--- src/rtl/uart_pkg.sv ---
// Shared types and defaults for the UART transmit path and its requester arbiter.
package uart_pkg;

  localparam int DATA_WIDTH  = 8;
  localparam int MAX_PKT_LEN = 64;

  typedef enum logic [1:0] {
    ARB_IDLE   = 2'd0,
    ARB_HEADER = 2'd1,
    ARB_XFER   = 2'd2
  } arb_state_t;

endpackage

--- src/rtl/uart_tx_arbiter_rr_picker.sv ---
// Combinational round-robin pick: first set request searching upward from last_gnt+1.
module rr_picker #(
  parameter int NUM_REQ = 4,
  parameter int IDX_W   = $clog2(NUM_REQ)
) (
  input  logic [NUM_REQ-1:0] req,
  input  logic [IDX_W-1:0]   last_gnt,
  output logic [NUM_REQ-1:0] gnt_oh,
  output logic [IDX_W-1:0]   gnt_idx,
  output logic               req_any
);

  function automatic logic [IDX_W-1:0] wrap_idx(input int v);
    return IDX_W'(v % NUM_REQ);
  endfunction

  always_comb begin
    gnt_oh  = '0;
    gnt_idx = '0;
    req_any = 1'b0;
    // Offsets 1..NUM_REQ so the previous owner is considered last.
    for (int i = 1; i <= NUM_REQ; i++) begin
      if (!req_any && req[wrap_idx(int'(last_gnt) + i)]) begin
        req_any = 1'b1;
        gnt_idx = wrap_idx(int'(last_gnt) + i);
        gnt_oh[wrap_idx(int'(last_gnt) + i)] = 1'b1;
      end
    end
  end

endmodule

--- src/rtl/uart_tx_arbiter.sv ---
// Packet-granular round-robin arbiter sharing one UART TX byte interface among NUM_REQ requesters.
// Optional per-grant index header byte is compiled in with UART_ARB_HEADER_EN.
module uart_tx_arbiter #(
  parameter int NUM_REQ     = 4,
  parameter int DATA_WIDTH  = uart_pkg::DATA_WIDTH,
  parameter int MAX_PKT_LEN = uart_pkg::MAX_PKT_LEN
) (
  input  logic                          clk,
  input  logic                          rst_n,
  input  logic [NUM_REQ-1:0]            req_valid_i,
  input  logic [NUM_REQ*DATA_WIDTH-1:0] req_data_i,
  input  logic [NUM_REQ-1:0]            req_last_i,
  output logic [NUM_REQ-1:0]            req_ready_o,
  output logic                          tx_valid_o,
  output logic [DATA_WIDTH-1:0]         tx_data_o,
  input  logic                          tx_ready_i,
  output logic [NUM_REQ-1:0]            grant_o,
  output logic                          busy_o,
  output logic                          trunc_o
);
  import uart_pkg::*;

  localparam int IDX_W = $clog2(NUM_REQ);
  localparam int CNT_W = $clog2(MAX_PKT_LEN + 1);

  arb_state_t         state, nxt_state;
  logic [IDX_W-1:0]   gnt_idx, last_gnt, pick_idx;
  logic [NUM_REQ-1:0] gnt_oh, pick_oh;
  logic               pick_any;
  logic [CNT_W-1:0]   beat_cnt, cnt_inc;
  logic               beat, at_limit, release_pkt;

  rr_picker #(.NUM_REQ(NUM_REQ), .IDX_W(IDX_W)) u_picker (
    .req      (req_valid_i),
    .last_gnt (last_gnt),
    .gnt_oh   (pick_oh),
    .gnt_idx  (pick_idx),
    .req_any  (pick_any)
  );

  assign cnt_inc = beat_cnt + CNT_W'(1);
  assign busy_o  = (state != ARB_IDLE);
  assign grant_o = busy_o ? gnt_oh : '0;

  always_comb begin
    nxt_state   = state;
    tx_valid_o  = 1'b0;
    tx_data_o   = '0;
    req_ready_o = '0;
    beat        = 1'b0;
    at_limit    = 1'b0;
    release_pkt = 1'b0;
    trunc_o     = 1'b0;
    case (state)
      ARB_IDLE: begin
        if (pick_any) begin
`ifdef UART_ARB_HEADER_EN
          nxt_state = ARB_HEADER;
`else
          nxt_state = ARB_XFER;
`endif
        end
      end
      ARB_HEADER: begin
`ifdef UART_ARB_HEADER_EN
        tx_valid_o = 1'b1;
        tx_data_o  = DATA_WIDTH'(gnt_idx);
        if (tx_ready_i) nxt_state = ARB_XFER;
`else
        nxt_state = ARB_IDLE;
`endif
      end
      ARB_XFER: begin
        tx_valid_o           = req_valid_i[gnt_idx];
        tx_data_o            = req_data_i[int'(gnt_idx)*DATA_WIDTH +: DATA_WIDTH];
        req_ready_o[gnt_idx] = tx_ready_i;
        beat                 = req_valid_i[gnt_idx] && tx_ready_i;
        at_limit             = beat && (cnt_inc == CNT_W'(MAX_PKT_LEN));
        release_pkt          = beat && (req_last_i[gnt_idx] || at_limit);
        // A limit hit that coincides with last is an ordinary end of packet.
        trunc_o              = at_limit && !req_last_i[gnt_idx];
        if (release_pkt) nxt_state = ARB_IDLE;
      end
      default: nxt_state = ARB_IDLE;
    endcase
  end

  always_ff @(posedge clk or negedge rst_n) begin
    if (!rst_n) begin
      state    <= ARB_IDLE;
      gnt_idx  <= '0;
      gnt_oh   <= '0;
      last_gnt <= IDX_W'(NUM_REQ - 1);
      beat_cnt <= '0;
    end else begin
      state <= nxt_state;
      if (state == ARB_IDLE && pick_any) begin
        gnt_idx <= pick_idx;
        gnt_oh  <= pick_oh;
      end
      if (release_pkt) begin
        last_gnt <= gnt_idx;
        beat_cnt <= '0;
      end else if (beat) begin
        beat_cnt <= cnt_inc;
      end
    end
  end

endmodule

--- config.mk ---
export PLATFORM = sky130hd
export DESIGN_NAME = uart_tx_arbiter
export DESIGN_NICKNAME = d
export VERILOG_FILES = /design/src/rtl/uart_pkg.sv /design/src/rtl/uart_tx_arbiter_rr_picker.sv /design/src/rtl/uart_tx_arbiter.sv
export SDC_FILE = /design/constraint.sdc
export NUM_CORES = 1
export LEC_CHECK = 0
export CAP_MARGIN = 15
export CORE_UTILIZATION = 41
export DETAILED_ROUTE_END_ITERATION = 7
export PLACE_DENSITY = 0.78
export SYNTH_ARGS = -nofsm -noshare
export SYNTH_HDL_FRONTEND = slang
export SYNTH_SLANG_ARGS = --single-unit
--- constraint.sdc ---
create_clock -name clk -period 2.5 [get_ports clk]
set_input_delay 0.5 -clock clk [delete_from_list [all_inputs] [get_ports clk]]
set_output_delay 0.5 -clock clk [all_outputs]
set_load 0.05 [all_outputs]
### Word-level counts from Yosys, hierarchy flattened

Cells that the tools add are included.

* add/sub/neg operators: 5
* $lt $le $gt $ge: 10
* eq/ne operators: 4
* shift operators: 1
* muxes and demuxes: 46
* bitwise operators: 4
* reductions and logical operators: 22

Operators by type and width (number)
* 32-bit by 6-bit indexed part select with 8-bit output: 1
* 4-bit two-way mux: 6
* 1-bit two-way mux: 19
* 2-bit by 3-bit less-than comparator with 1-bit output, second input constant: 5
* 7-bit two-way mux: 2
* 1-bit logical AND: 13
* 1-bit binary-select mux with 2-bit select: 6
* 2-bit two-way mux: 6
* 4-bit OR: 3
* 1-bit demux with 2-bit select: 5
* 2-bit by 1-bit greater-or-equal comparator with 1-bit output, second input constant: 5
* 8-bit two-way mux: 1
* 7-bit by 1-bit adder with 7-bit output, second input constant: 1
* 7-bit == test, second input constant: 1
* 2-bit by 1-bit adder with 2-bit output, second input constant: 2
* 2-bit adder, second input constant: 2
* 4-bit AND: 1
* 1-bit logical NOT: 4
* 2-bit != test, second input constant: 2
* 2-bit case mux with 2 select lines: 1
* 2-bit nonzero test: 2
* 2-bit == test, second input constant: 1
* 2-bit logical NOT: 1
* 2-bit AND reduction: 1
* 1-bit logical OR: 1

* register bits: 17
* input bits: 43
* output and inout bits: 19
* word-level logic and storage cells: 97

### Logic depth before layout (Yosys ltp)

* word-level depth: 15
* mapped depth: 10

### Cells and area by module

A second synthesis with hierarchy kept.

* cells, all modules: 199
* area total of the unflattened synthesis: 1846.8 sq um

By module, submodules not included
* uart_tx_arbiter: instances 1, cells each 113, area each 1217.4 sq um, sequential area each 402.9 sq um
* rr_picker: instances 1, cells each 86, area each 629.4 sq um, sequential area each 0.0 sq um

### Worst setup path after synthesis

No wires, ideal clock.

* path type: flip-flop to output port
* start: register beat_cnt[0]
* end: output trunc_o
* data arrival time: 2.963 ns
* path slack: -0.963 ns
* cell stages (with the launch flop): 6
* cells stage by stage: dfrtp_1 > ha_1 > xor2_1 > nand2_1 > o32a_1 > nor4b_1

* cells in the longest elaborated chain, start to end: 5

RTL lines
* start: declaration: line uart_tx_arbiter.sv:30 `logic [CNT_W-1:0] beat_cnt, cnt_inc;`
* start signal: assignment: line uart_tx_arbiter.sv:105 `beat_cnt <= cnt_inc;`
* 7-bit by 1-bit adder with 7-bit output: line uart_tx_arbiter.sv:41 `assign cnt_inc = beat_cnt + CNT_W'(1);`
* 7-bit == test: line uart_tx_arbiter.sv:78 `at_limit = beat && (cnt_inc == CNT_W'(MAX_PKT_LEN));`
* 1-bit logical AND: line uart_tx_arbiter.sv:78
* 1-bit logical AND: line uart_tx_arbiter.sv:81 `trunc_o = at_limit && !req_last_i[gnt_idx];`
* 1-bit two-way mux: line uart_tx_arbiter.sv:54 `case (state)`
* end: declaration: line uart_tx_arbiter.sv:19 `output logic trunc_o`

Every way passes these cells.

### Worst setup path in the final report

Ends and elaborated chain as after synthesis.

==> results_dict.tcl <==
set metrics [dict create \
    antenna_violating_nets_post_route 0 \
    cts_setup_buffers 0 \
    synth.net_count 248 \
    first_pass_grt_wire_length_mm 6.837 \
    ctsHtreeMaxLevel 1 \
    layout.filler_cells 316 \
    critical_path.max_stage_delay_ps 410 \
    worst_ep_arrival_time_ps 1930 \
    end_kind "output pin" \
    routedWlPerCell_um 14.52 \
    final_net_count 319 \
    worst-slew-pin-transition_ps 800.2 \
    power.static_leakage_nw 1.109 \
    share_of_layout_cells_above_drive_strength_1 0.2377 \
    rsz0062_at_grt "yes" \
    timing.hold.worst.class "flip-flop to flip-flop" \
    cts-buffers-inserted 3 \
    finalCritPeriodShare 0.9732 \
    postSynth.asyncResetShare 1.000 \
    place_hpwl_mm 3.571 \
    synth_cell_types 45 \
    via_count_of_the_first_global_routing_pass 1524 \
    number_of_antenna_repair_diodes 0 \
    die-height_um 67.11 \
    ctsRootBufferMaster "sky130_fd_sc_hd__clkbuf_8" \
    drv_cap 0 \
    antenna_violations_before_repair 0 \
    ys_seq_elements 16 \
    synth-seq-area-share 0.2318 \
    synth-main-ff-cell "sky130_fd_sc_hd__dfrtp_1" \
    irDropWorstVdd_v 0.0009472 \
    rows 23 \
    status "finished clean" \
    post_synth_design_cell_area_um2 1738 \
    synth_edf_count 0 \
    initial_core_util 0.4314 \
    drt_pass1_iterations 4 \
    port_buffer_cells 61 \
    cp_slowest_cell "sky130_fd_sc_hd__dfrtp_1" \
    global_route_usage_over_all_layers 0.2004 \
    dr_total_vias 1751 \
    synth-warning-count 0 \
    postSynthCellCount 195 \
    num_io_pins 62 \
    drc_errors 0 \
    synth.top_cell.area_share 0.2016 \
    clock_latency_ps 250 \
    coreArea_um2 4029 \
    totalNegativeSetupSlack_ps 0 \
    routed_wirelength_mm 4.575 \
    post_drt_via_cell_ratio 5.559 \
    largest_net_degree_at_the_start_of_global_routing 21 \
    finalMaxSlewViolations 0 \
    totalPowerFinal_w 0.002800 \
    max_freq_mhz 411.0 \
    cts-hold-fix-buffers 0 \
    die_footprint_um2 4503 \
    worstPathRequired_ps 2000 \
    setup_slack_ps 67.08 \
    clock-sinks 16 \
    relSlewSlack 0.4581 \
    clock_skew_after_layout_ps 5.723 \
    setup.worst_path.start_class "flip-flop" \
    worst_setup_hold_path_clk_slew_ps 70 \
    initialDrtViolationCount 53 \
    hold_violations 0 \
    synth_top_cell_by_area "sky130_fd_sc_hd__dfrtp_1" \
    power.density_cell_area_nw_per_um2 1087 \
    timing.critical_path.cells "ha_4 -> xor2_1 -> nand2_1 -> o32a_1 -> nor4b_4 -> buf_12" \
    synth.area.top_cells "sky130_fd_sc_hd__dfrtp_1 20%, sky130_fd_sc_hd__mux4_2 12%, sky130_fd_sc_hd__ha_1 7.2%, sky130_fd_sc_hd__and2_1 5.4%, sky130_fd_sc_hd__a21oi_1 4.9%" \
    chipWidth_um 67.11 \
    globalRoute.totalOverflow 0 \
    criticalPathCategory "flip-flop to output pin" \
    gp_congestion 0.8735 \
    finalSetupViolations 0 \
    area_delta_synth_final_pct 48.24 \
    tritoncts_clock_tree "done" \
    cts-root-to-sink-buffers 2 \
    post-place-ws_ps -63.31 \
    worstPathMaxFanout 6 \
    min_period_ps 2433 \
    synth.avg_cell_area_um2 8.912 \
]
[per-layer routing]
metal	routed length (um)	up-vias	global-route usage
met5	0	-	0
li1	-	870	-
met4	85	0	0.08245
met2	2077	75	0.3388
met1	1905	800	0.2404
met3	508	6	0.04795
[power by group]
| part | internal, W | switching, W | total (W) |
|---|---|---|---|
| combinational | 0.000885 | 0.00126 | 0.00215 |
| sequential | 0.000353 | 0.0000907 | 0.000444 |
| clock | 0.000113 | 0.0000928 | 0.000206 |
[area by class of cell]
class	instances	area, um2	area share
Clock buffer	4	45.04	0.01748
Inverter	4	15.01	0.005828
Multi-Input combinational cell	162	1292	0.5017
Sequential cell	16	402.9	0.1564
Tap cell	50	62.56	0.02428
Timing Repair Buffer	79	758.2	0.2943
[stage by stage]
step	util	hold WS (ps)	cells	area (um2)
floorplan	-	204.4	195	1757
global placement	0.6245	515.9	311	2516
detailed placement	0.6245	510.8	311	2516
CTS	0.6370	539.4	315	2566
global route	0.6394	552.8	315	2576
finish	0.6394	538.3	315	2576
[kinds of logic after synthesis]
family / count (synthesis) / share of synthesized area
fa+ha+maj: 10 / 0.07199
compound gates: 49 / 0.2016
mux: 18 / 0.1742
simple gates: 81 / 0.2556
xor+xnor: 4 / 0.02016
flops: 16 / 0.2318
buf+inv: 17 / 0.04463
[critical path: cells and delay by family (launching register included)]
| family | cells | cell delay [ps] |
|---|---|---|
| xor gates and xnor gates | 1 | 150 |
| adders and majority gates | 1 | 200 |
| buffers and inverters | 1 | 180 |
| DFF | 1 | 410 |
| and+or+nand+nor | 2 | 400 |
| AOI/OAI and AO/OA | 1 | 350 |
[cells in the final DEF, fill, tap and decap left out, drive strengths merged, types with 2 or more instances in the layout]
master	netlist	layout
o211ai	4	4
and2	16	16
or3	2	2
nand2b	3	3
xor2	3	3
nand4	2	2
o31ai	4	4
and3	6	6
ha	10	10
clkdlybuf4s50	0	39
a222oi	2	2
inv	4	4
dfstp	2	2
nor2	13	13
o21ai	6	6
nand2	17	17
mux2i	4	4
nor3	2	2
and3b	4	4
nor2b	8	8
a221oi	4	4
dfrtp	14	14
nand3	6	6
mux4	9	9
dlygate4sd2	0	4
clkbuf	7	4
buf	6	36
mux2	5	5
a21oi	17	17
a31oi	2	2
[path summary, 6_finish.rpt]
path	from	endpoint	slack, ps	cells past startpoint
worst min register to register	gnt_oh[0]$_DFFE_PN0P_	gnt_oh[0]$_DFFE_PN0P_	540	2
worst max register to register	last_gnt[0]$_DFFE_PN1P_	gnt_oh[1]$_DFFE_PN0P_	180	7
min in group asynchronous	rst_n	beat_cnt[4]$_DFFE_PN0P_	680	1
max in group asynchronous	rst_n	gnt_oh[3]$_DFFE_PN0P_	1350	1
worst max-delay path	beat_cnt[0]$_DFFE_PN0P_	trunc_o	70	6
worst min-delay path	gnt_oh[0]$_DFFE_PN0P_	gnt_oh[0]$_DFFE_PN0P_	540	2
[cell usage after synthesis (all sizes together), types with 5 or more instances]
cell type,n
a21oi,17
nand2,17
and2,16
dfrtp,14
nor2,13
ha,10
mux4,9
nor2b,8
clkbuf,7
and3,6
buf,6
nand3,6
o21ai,6
mux2,5
[registers in the layout (all words and copies together), names as in the netlist]
register,flops
beat_cnt,7
gnt_idx,2
gnt_oh,4
state,1
last_gnt,2
[repair_timing]
action,in CTS,in global routing
gates resized for setup,6,1
setup endpoints to repair,1,1
pin swaps,1,1
cloned,0,0
No activity file was read; power rests on OpenSTA's default activity.
